File: src/rtl/mips_pkg.sv
// ============================================================================
// mips_pkg : opcode constants, instruction field slices and source-use decode
// Rev 1.0
// ============================================================================
`default_nettype none

package mips_pkg;

  localparam logic [5:0] OP_RTYPE = 6'h00;
  localparam logic [5:0] OP_J     = 6'h02;
  localparam logic [5:0] OP_JAL   = 6'h03;
  localparam logic [5:0] OP_BEQ   = 6'h04;
  localparam logic [5:0] OP_BNE   = 6'h05;
  localparam logic [5:0] OP_LUI   = 6'h0F;
  localparam logic [5:0] OP_LW    = 6'h23;
  localparam logic [5:0] OP_SW    = 6'h2B;

  localparam int OP_MSB  = 31;
  localparam int OP_LSB  = 26;
  localparam int RS_MSB  = 25;
  localparam int RS_LSB  = 21;
  localparam int RT_MSB  = 20;
  localparam int RT_LSB  = 16;
  localparam int IMM_MSB = 15;

  function automatic logic uses_rs(input logic [5:0] op);
    return !((op == OP_J) || (op == OP_JAL) || (op == OP_LUI));
  endfunction

  function automatic logic uses_rt(input logic [5:0] op);
    return (op == OP_RTYPE) || (op == OP_BEQ) || (op == OP_BNE) || (op == OP_SW);
  endfunction

endpackage

`default_nettype wire

File: src/rtl/operand_bypass.sv
// ============================================================================
// operand_bypass : resolves one source operand from MEM / WB / register file
// Rev 1.0
// ============================================================================
`default_nettype none

module operand_bypass
  import mips_pkg::*;
#(
  parameter int XLEN    = 32,
  parameter int RADDR_W = 5
) (
  input  logic [RADDR_W-1:0] addr,
  input  logic [XLEN-1:0]    rf_data,
  input  logic               mem_reg_write,
  input  logic               mem_mem_read,
  input  logic [RADDR_W-1:0] mem_dst,
  input  logic [XLEN-1:0]    mem_result,
  input  logic               wb_reg_write,
  input  logic [RADDR_W-1:0] wb_dst,
  input  logic [XLEN-1:0]    wb_data,
  output logic [XLEN-1:0]    value
);

  logic w_zero;
  logic w_mem_hit;
  logic w_wb_hit;

  // A load in MEM has no data yet; that case is stalled, not bypassed.
  assign w_zero    = (addr == '0);
  assign w_mem_hit = mem_reg_write && !mem_mem_read && (mem_dst == addr);
  assign w_wb_hit  = wb_reg_write && (wb_dst == addr);

  always_comb begin
    value = rf_data;
    if (w_zero)         value = '0;
    else if (w_mem_hit) value = mem_result;
    else if (w_wb_hit)  value = wb_data;
  end

endmodule

`default_nettype wire

File: src/rtl/operand_fetch_stage.sv
// ============================================================================
// operand_fetch_stage : ID-stage operand read, bypass, RAW stall and ID/EX reg
// Rev 1.0
// ============================================================================
`default_nettype none

module operand_fetch_stage
  import mips_pkg::*;
#(
  parameter int XLEN    = 32,
  parameter int RADDR_W = 5
) (
  input  logic               clk,
  input  logic               rst,
  input  logic               if_valid,
  input  logic [31:0]        if_instr,
  input  logic [XLEN-1:0]    if_pc,
  input  logic               flush,
  output logic [RADDR_W-1:0] rf_rs_addr,
  output logic [RADDR_W-1:0] rf_rt_addr,
  input  logic [XLEN-1:0]    rf_rs_data,
  input  logic [XLEN-1:0]    rf_rt_data,
  input  logic               ex_reg_write,
  input  logic [RADDR_W-1:0] ex_dst,
  input  logic               mem_reg_write,
  input  logic               mem_mem_read,
  input  logic [RADDR_W-1:0] mem_dst,
  input  logic [XLEN-1:0]    mem_result,
  input  logic               wb_reg_write,
  input  logic [RADDR_W-1:0] wb_dst,
  input  logic [XLEN-1:0]    wb_data,
  output logic               stall_out,
  output logic               id_valid,
  output logic [XLEN-1:0]    id_pc,
  output logic [31:0]        id_instr,
  output logic [XLEN-1:0]    id_rs_val,
  output logic [XLEN-1:0]    id_rt_val,
  output logic [XLEN-1:0]    id_imm,
  output logic [31:0]        stall_cycles
);

  logic [5:0]         w_op;
  logic [XLEN-1:0]    w_rs_val;
  logic [XLEN-1:0]    w_rt_val;
  logic               w_rs_used;
  logic               w_rt_used;
  logic               w_rs_hz;
  logic               w_rt_hz;
  logic               w_stall;

  logic               r_id_valid;
  logic [XLEN-1:0]    r_id_pc;
  logic [31:0]        r_id_instr;
  logic [XLEN-1:0]    r_id_rs_val;
  logic [XLEN-1:0]    r_id_rt_val;
  logic [XLEN-1:0]    r_id_imm;
  logic [31:0]        r_stall_cycles;

  assign w_op       = if_instr[OP_MSB:OP_LSB];
  assign rf_rs_addr = if_instr[RS_MSB:RS_LSB];
  assign rf_rt_addr = if_instr[RT_MSB:RT_LSB];

  operand_bypass #(.XLEN(XLEN), .RADDR_W(RADDR_W)) u_rs_bypass (
    .addr          (rf_rs_addr),
    .rf_data       (rf_rs_data),
    .mem_reg_write (mem_reg_write),
    .mem_mem_read  (mem_mem_read),
    .mem_dst       (mem_dst),
    .mem_result    (mem_result),
    .wb_reg_write  (wb_reg_write),
    .wb_dst        (wb_dst),
    .wb_data       (wb_data),
    .value         (w_rs_val)
  );

  operand_bypass #(.XLEN(XLEN), .RADDR_W(RADDR_W)) u_rt_bypass (
    .addr          (rf_rt_addr),
    .rf_data       (rf_rt_data),
    .mem_reg_write (mem_reg_write),
    .mem_mem_read  (mem_mem_read),
    .mem_dst       (mem_dst),
    .mem_result    (mem_result),
    .wb_reg_write  (wb_reg_write),
    .wb_dst        (wb_dst),
    .wb_data       (wb_data),
    .value         (w_rt_val)
  );

  // A load needs two stall cycles: once in EX, once more while in MEM.
  assign w_rs_used = uses_rs(w_op) && (rf_rs_addr != '0);
  assign w_rt_used = uses_rt(w_op) && (rf_rt_addr != '0);
  assign w_rs_hz   = w_rs_used &&
                     ((ex_reg_write && (ex_dst == rf_rs_addr)) ||
                      (mem_reg_write && mem_mem_read && (mem_dst == rf_rs_addr)));
  assign w_rt_hz   = w_rt_used &&
                     ((ex_reg_write && (ex_dst == rf_rt_addr)) ||
                      (mem_reg_write && mem_mem_read && (mem_dst == rf_rt_addr)));
  assign w_stall   = if_valid && !flush && (w_rs_hz || w_rt_hz);
  assign stall_out = w_stall;

  always_ff @(posedge clk or posedge rst) begin
    if (rst) begin
      r_id_valid     <= 1'b0;
      r_id_pc        <= '0;
      r_id_instr     <= '0;
      r_id_rs_val    <= '0;
      r_id_rt_val    <= '0;
      r_id_imm       <= '0;
      r_stall_cycles <= '0;
    end else begin
      if (flush || w_stall) begin
        r_id_valid <= 1'b0;
      end else begin
        r_id_valid  <= if_valid;
        r_id_pc     <= if_pc;
        r_id_instr  <= if_instr;
        r_id_rs_val <= w_rs_val;
        r_id_rt_val <= w_rt_val;
        r_id_imm    <= {{(XLEN-16){if_instr[IMM_MSB]}}, if_instr[IMM_MSB:0]};
      end
      if (w_stall && (r_stall_cycles != 32'hFFFF_FFFF))
        r_stall_cycles <= r_stall_cycles + 32'd1;
    end
  end

  assign id_valid     = r_id_valid;
  assign id_pc        = r_id_pc;
  assign id_instr     = r_id_instr;
  assign id_rs_val    = r_id_rs_val;
  assign id_rt_val    = r_id_rt_val;
  assign id_imm       = r_id_imm;
  assign stall_cycles = r_stall_cycles;

endmodule

`default_nettype wire
File: config.mk
export PLATFORM = sky130hd
export DESIGN_NAME = operand_fetch_stage
export DESIGN_NICKNAME = d
export VERILOG_FILES = /design/src/rtl/mips_pkg.sv /design/src/rtl/operand_bypass.sv /design/src/rtl/operand_fetch_stage.sv
export SDC_FILE = /design/constraint.sdc
export NUM_CORES = 1
export LEC_CHECK = 0
export ABC_AREA = 1
export CAP_MARGIN = 25
export CORE_UTILIZATION = 40
export DETAILED_ROUTE_END_ITERATION = 8
export DONT_BUFFER_PORTS = 1
export SETUP_SLACK_MARGIN = 0.4
export SYNTH_ARGS = -nofsm -noshare
export SYNTH_HDL_FRONTEND = slang
export SYNTH_SLANG_ARGS = --single-unit
File: constraint.sdc
create_clock -name clk -period 12.1 [get_ports clk]
set_input_delay 1.815 -clock clk [delete_from_list [all_inputs] [get_ports clk]]
set_output_delay 1.815 -clock clk [all_outputs]
set_load 0.005 [all_outputs]
==> results of run 1 <==
-- worst paths after layout --
kind / endpoint / slack [ps] / depth (start not counted)
max: stall_out / 6800 / 11
max reg2reg: stall_cycles[11] / 9270 / 9
min reg2reg: id_instr[28] / 500 / 2
min: id_instr[28] / 500 / 2
max in group asynchronous: stall_cycles[4] / 9140 / 2
min in group asynchronous: id_pc[6] / 1440 / 1
-- report_power, final --
part	internal [W]	leakage, nW	switching, W
registers	0.000583	2.02	0.0000498
clock network	0.000291	0.277	0.000255
logic	0.0000505	3.74	0.000123
total	0.000925	6.04	0.000427
-- logic make-up (layout without fill, tap and decap cells) --
family / count (synthesis) / after routing
flops: 161 / 161
other cells: 0 / 2
xor+xnor: 25 / 25
compound gates: 16 / 16
simple gates: 1165 / 1165
fa+ha+maj: 1 / 1
buf+inv: 233 / 139
-- stage by stage --
step | power (W) | utilization (%)
floorplan | 0.000778 | -
global route | 0.00142 | 41.8
CTS | 0.00137 | 41.8
detailed placement | 0.000817 | 39.6
finish | 0.00135 | 41.8
global placement | 0.000814 | 39.6
-- sequential cells by signal, indices dropped and copies added, names as in the netlist --
register,count
id_instr,32
id_pc,32
id_rs_val,32
id_rt_val,32
stall_cycles,32
id_valid,1
-- layer usage --
layer  GRT usage, %  part of all wire, %  vias up
li1               -                    -     4867
met1           33.2                   41     4697
met2           44.6                   47      482
met3           7.60                  8.9       66
met4           11.5                  3.1        0
met5              0                    0        -
-- cells in the mapped netlist, types with 2 or more instances --
| cell | count | area (µm²) |
|---|---|---|
| xor2_1 | 16 | 140 |
| a21oi_1 | 4 | 20.0 |
| nand3_1 | 208 | 1040 |
| o21ai_0 | 10 | 50.1 |
| buf_6 | 15 | 169 |
| buf_1 | 11 | 41.3 |
| dfrtp_1 | 161 | 4030 |
| nor3_1 | 9 | 45.0 |
| clkbuf_1 | 21 | 78.8 |
| buf_4 | 44 | 330 |
| inv_2 | 6 | 22.5 |
| nor4_1 | 2 | 12.5 |
| nand2_1 | 634 | 2380 |
| inv_1 | 80 | 300 |
| buf_2 | 56 | 280 |
| nand4_1 | 105 | 657 |
| nor2_1 | 194 | 728 |
| xnor2_1 | 9 | 78.8 |
| nor3_2 | 2 | 20.0 |
| nand3b_1 | 5 | 37.5 |
-- final cells by class --
| type | instances | area (µm²) |
|---|---|---|
| sequential | 161 | 4030 |
| tap | 335 | 419 |
| timing repair buffer | 21 | 158 |
| multi-input combinational | 1207 | 5340 |
| clock buffer | 18 | 429 |
| fill | 2782 | 15100 |
| clock inverter | 14 | 153 |
| antenna | 2 | 5.00 |
| inverter | 86 | 330 |
-- critical path, stage by stage --
cell     delay [ps]
inv_1            30
nand2_1          60
nand2_1          50
nor2_1          190
nand4_1         110
nand2_1          80
nand2_1          50
nand2_1          50
buf_4           360
nand2_4         460
inv_1           190
==> metrics.cfg, run 1 <==
[flow_run]
max-cap-violations=0

[critical_path]
arrival_ps=3480
critPathLaunchType=input pin
critPathCaptureType=output pin
crit-reg2reg-launch=stall_cycles[1]
critPathKind=input pin to output pin
cp_max_fo=59
crit_required_ps=10280
crit_start=mem_dst[1]

[detailed_routing]
detail_route.wl_per_cell_um=19.9
detail_route.vias_per_cell=5.48
dr.pass1.iters=6
drtIter0Drc=808
vias=10100
wl_um=36700
drc=0
drtAntennaViolNets=0

[yosys]
syn_avg_cell_area_um2=6.58
ys_async_sr_fraction_pct=100
synthAdderAreaFrac_pct=0.119
synth_nets=1817
seq_area_frac_synth_pct=38.2
yosysWarnings=0
synth_edf_count=0
synth_top_family_by_area=simple AND/OR/NAND/NOR gates
synth_cells=1601
synth_mux_area_share_pct=0
synthXorXnorAreaFrac_pct=2.08
yosysUniqueCellTypes=29
synth-seq-cells=161
netlist_area_um2=10500
synth-simple-area-share_pct=47.2
synth_compound_area_share_pct=0.772
ys.flop_type=dfrtp_1

[timing]
min_period_ps=5300
worst_slack_ps=6800
relSlewSlack_pct=32.5
tns_ps=0
holdWs_ps=498
fin_skew_ps=24.8
final-max-slew-violation-count=0
worst_slew_pin_slew_ps=1010
fin_crit_sh_pct=43.8
hold_violations=0
setup_viol=0
fmax_ghz=0.189
grt_setup_unrepaired=false

[die]
die_w_um=164
fp.dieArea_um2=27000
initial_core_util_pct=40.6
core-area_um2=26000
rows=59
ios=419
die_y_um=164

[power]
ir_drop_mv=0.0671
powerDensity_nw_per_um2=124
p_leak_nw=6.04

[clocking]
post_cts_resized=0
ctsHoldBuffers=0
clk_pin_slew_ps=70
clk_latency_ps=430
cts_tree=built
cts_made_buffers=17
h-tree-depth=4
root_buffer=clkbuf_16
post-cts-setup-buffers=0
cts.sinks=161
clockBufferDepth=2

[place]
io_buffers=0
dpl.hpwl_um=25000
place_area_um2=10300
dp_cells=1810
gp_congestion=0.867
place_ws_ps=6780

[hold_path]
hold_path.class=flop to flop
hold_start=id_instr[28]

[final_layout]
area_delta_synth_final_pct=3.10
nNetsFinal=1710
final_area_um2=10900
drive_gt1_share_pct=5.04
final_cells=1844
layout_commonest_cell=nand2_1
layout_common_cells=nand2_1, nand3_1, nor2_1

[global_route]
grt_pass1_vias=9740
grt_use_total_pct=27.2
gr-total-overflow=0
antenna_found_initial=1
grt_pass1_wl_um=56100
grt_max_degree=96

[run_status]
status=completed

Power figures use the tool's default switching activity.
==> run 2, diff against run 1 <==
- clock period: 12.1 -> 4.9 ns (I/O delays scaled with it)
==> metrics.cfg, run 2 (synthesis gave the netlist of run 1 again) <==
[clocking]
ctsHoldBuffers=0  ; unchanged
cts.sinks=161  ; unchanged
clockBufferDepth=2  ; unchanged
h-tree-depth=4  ; unchanged
post-cts-setup-buffers=0  ; unchanged
root_buffer=clkbuf_16  ; unchanged
post_cts_resized=0  ; unchanged
cts_tree=built  ; unchanged
clk_pin_slew_ps=60  ; was 70 ps
cts_made_buffers=17  ; unchanged
clk_latency_ps=420  ; was 430 ps

[detailed_routing]
vias=10100  ; about the same
wl_um=35700  ; was 36700 µm
drtAntennaViolNets=0  ; unchanged
detail_route.vias_per_cell=5.48  ; about the same
drtIter0Drc=725  ; was 808
detail_route.wl_per_cell_um=19.4  ; was 19.9 µm
drc=0  ; unchanged
dr.pass1.iters=5  ; was 6

[flow_run]
max-cap-violations=0  ; unchanged

[timing]
tns_ps=0  ; unchanged
setup_viol=0  ; unchanged
fmax_ghz=0.305
fin_crit_sh_pct=66.9
relSlewSlack_pct=35.3  ; was 32.5%
final-max-slew-violation-count=0  ; unchanged
grt_setup_unrepaired=false  ; unchanged
hold_violations=0  ; unchanged
min_period_ps=3280
fin_skew_ps=9.83  ; was 24.8 ps
worst_slew_pin_slew_ps=971  ; was 1010 ps

[power]
powerDensity_nw_per_um2=313  ; was 124 nW/µm²
ir_drop_mv=0.191  ; was 0.0671 mV
design_power_total_w=0.00342  ; was 0.00135 W
p_leak_nw=6.07  ; was 6.04 nW

[final_layout]
layout_commonest_cell=nand2_1  ; unchanged
layout_common_cells=nand2_1, nand3_1, nor2_1  ; unchanged
seq_area_um2=4030  ; unchanged
nNetsFinal=1712  ; was 1710
area_delta_synth_final_pct=3.69  ; was 3.10%
final_util_pct=42.1  ; was 41.8%
multi_input_area_um2=5340  ; unchanged
n_fill_cell=2770  ; was 2782
final_area_um2=10900  ; about the same
antenna_cells=0  ; was 2
drive_gt1_share_pct=5.17  ; was 5.04%

[critical_path]
crit_required_ps=4160  ; was 10280 ps
critPathKind=input pin to output pin  ; unchanged
arrival_ps=2550  ; was 3480 ps
crit_path_cell_trace=inv_1 -> nand2_1 -> nor4_1 -> a21oi_1 -> nand2_1 -> nand2_1 -> buf_4 -> nand2_4 -> inv_1  ; was inv_1 -> nand2_1 -> nand2_1 -> nor2_1 -> nand4_1 -> nand2_1 -> nand2_1 -> nand2_1 -> buf_4 -> nand2_4 -> inv_1
slowest_delay_ps=470  ; was 460 ps
r2r_slack_ps=2090  ; was 9270 ps
critPathCaptureType=output pin  ; unchanged
crit-reg2reg-launch=stall_cycles[0]  ; was stall_cycles[1]
cpMaxStageDelayCell=nor4_1  ; was nand2_4
r2r_end=stall_cycles[29]  ; was stall_cycles[11]
critPathLaunchType=input pin  ; unchanged
cp_max_fo=41  ; was 59
r2r_cells=9  ; unchanged
crit_top_cell=nand2_1  ; unchanged

[run_status]
status=completed  ; unchanged

[place]
io_buffers=0  ; unchanged
dpl.hpwl_um=24900  ; was 25000 µm
place_area_um2=10300  ; about the same
gp_congestion=0.895  ; was 0.867

[global_route]
grt_use_total_pct=26.3  ; was 27.2%
gr-total-overflow=0  ; unchanged
grt_max_degree=91  ; was 96
antenna_found_initial=0  ; was 1
grt_pass1_vias=9509  ; was 9740
grt_pass1_wl_um=54300  ; was 56100 µm

[die]
core-area_um2=26000  ; unchanged
ios=419  ; unchanged
die_w_um=164  ; unchanged
initial_core_util_pct=40.6  ; unchanged
die_y_um=164  ; unchanged
rows=59  ; unchanged
fp.dieArea_um2=27000  ; unchanged

[hold_path]
hold_path.class=input pin to asynchronous set/reset pin  ; was flop to flop

run 2: cell count changes in the layout (fill, tap and decap cells not counted), sizes merged:
cell and change:
diode -2, clkinv -3, bufinv +2, inv +1, buf +2
run 2: layer usage:
metal | routed length [µm] | share of wire, % | GRT usage (%) | vias up
met1 | 14400 | 40 | 31.3 | 4706
li1 | - | - | - | 4865
met5 | 0 | 0 | 0 | -
met4 | 1050 | 2.9 | 10.4 | 0
met2 | 17000 | 47 | 43.7 | 466
met3 | 3340 | 9.3 | 8.43 | 70
run 2: critical path: cells and delay by family:
family	cells	cell delay [ps]
compound gates	1	120
simple gates	5	1140
buf+inv	3	540
run 2: worst max path at each step:
stage / slack, ps / start / endpoint
4_1_cts: 1630 / if_instr[21] / stall_out
3_3_place_gp: 1200 / if_instr[21] / id_rs_val[14]
3_5_place_dp: 1260 / if_instr[21] / id_rs_val[14]
6_report: 1620 / if_instr[21] / stall_out
2_1_floorplan: 2120 / rst / id_instr[0]
5_1_grt: 1370 / if_instr[21] / id_pc[8]
run 2: cell type report:
type	instances	area share (%)
Clock buffer	18	3.93
Timing Repair Buffer	23	1.69
Clock inverter	14	1.77
Multi-Input combinational cell	1207	48.9
Sequential cell	161	36.9
Inverter	86	3.01
Tap cell	335	3.84
run 2: power breakdown:
group | switching [W] | internal, W
clock network | 0.000604 | 0.000822
registers | 0.000131 | 0.00144
logic | 0.000295 | 0.000126
run 2: through the flow:
| step | setup WS [ps] | hold WS (ps) | std cells |
|---|---|---|---|
| floorplan | 2120 | 465 | 1601 |
| global placement | 1200 | 480 | 1812 |
| detailed placement | 1260 | 484 | 1812 |
| CTS | 1630 | 247 | 1844 |
| global route | 1370 | 260 | 1844 |
| finish | 1620 | 245 | 1844 |
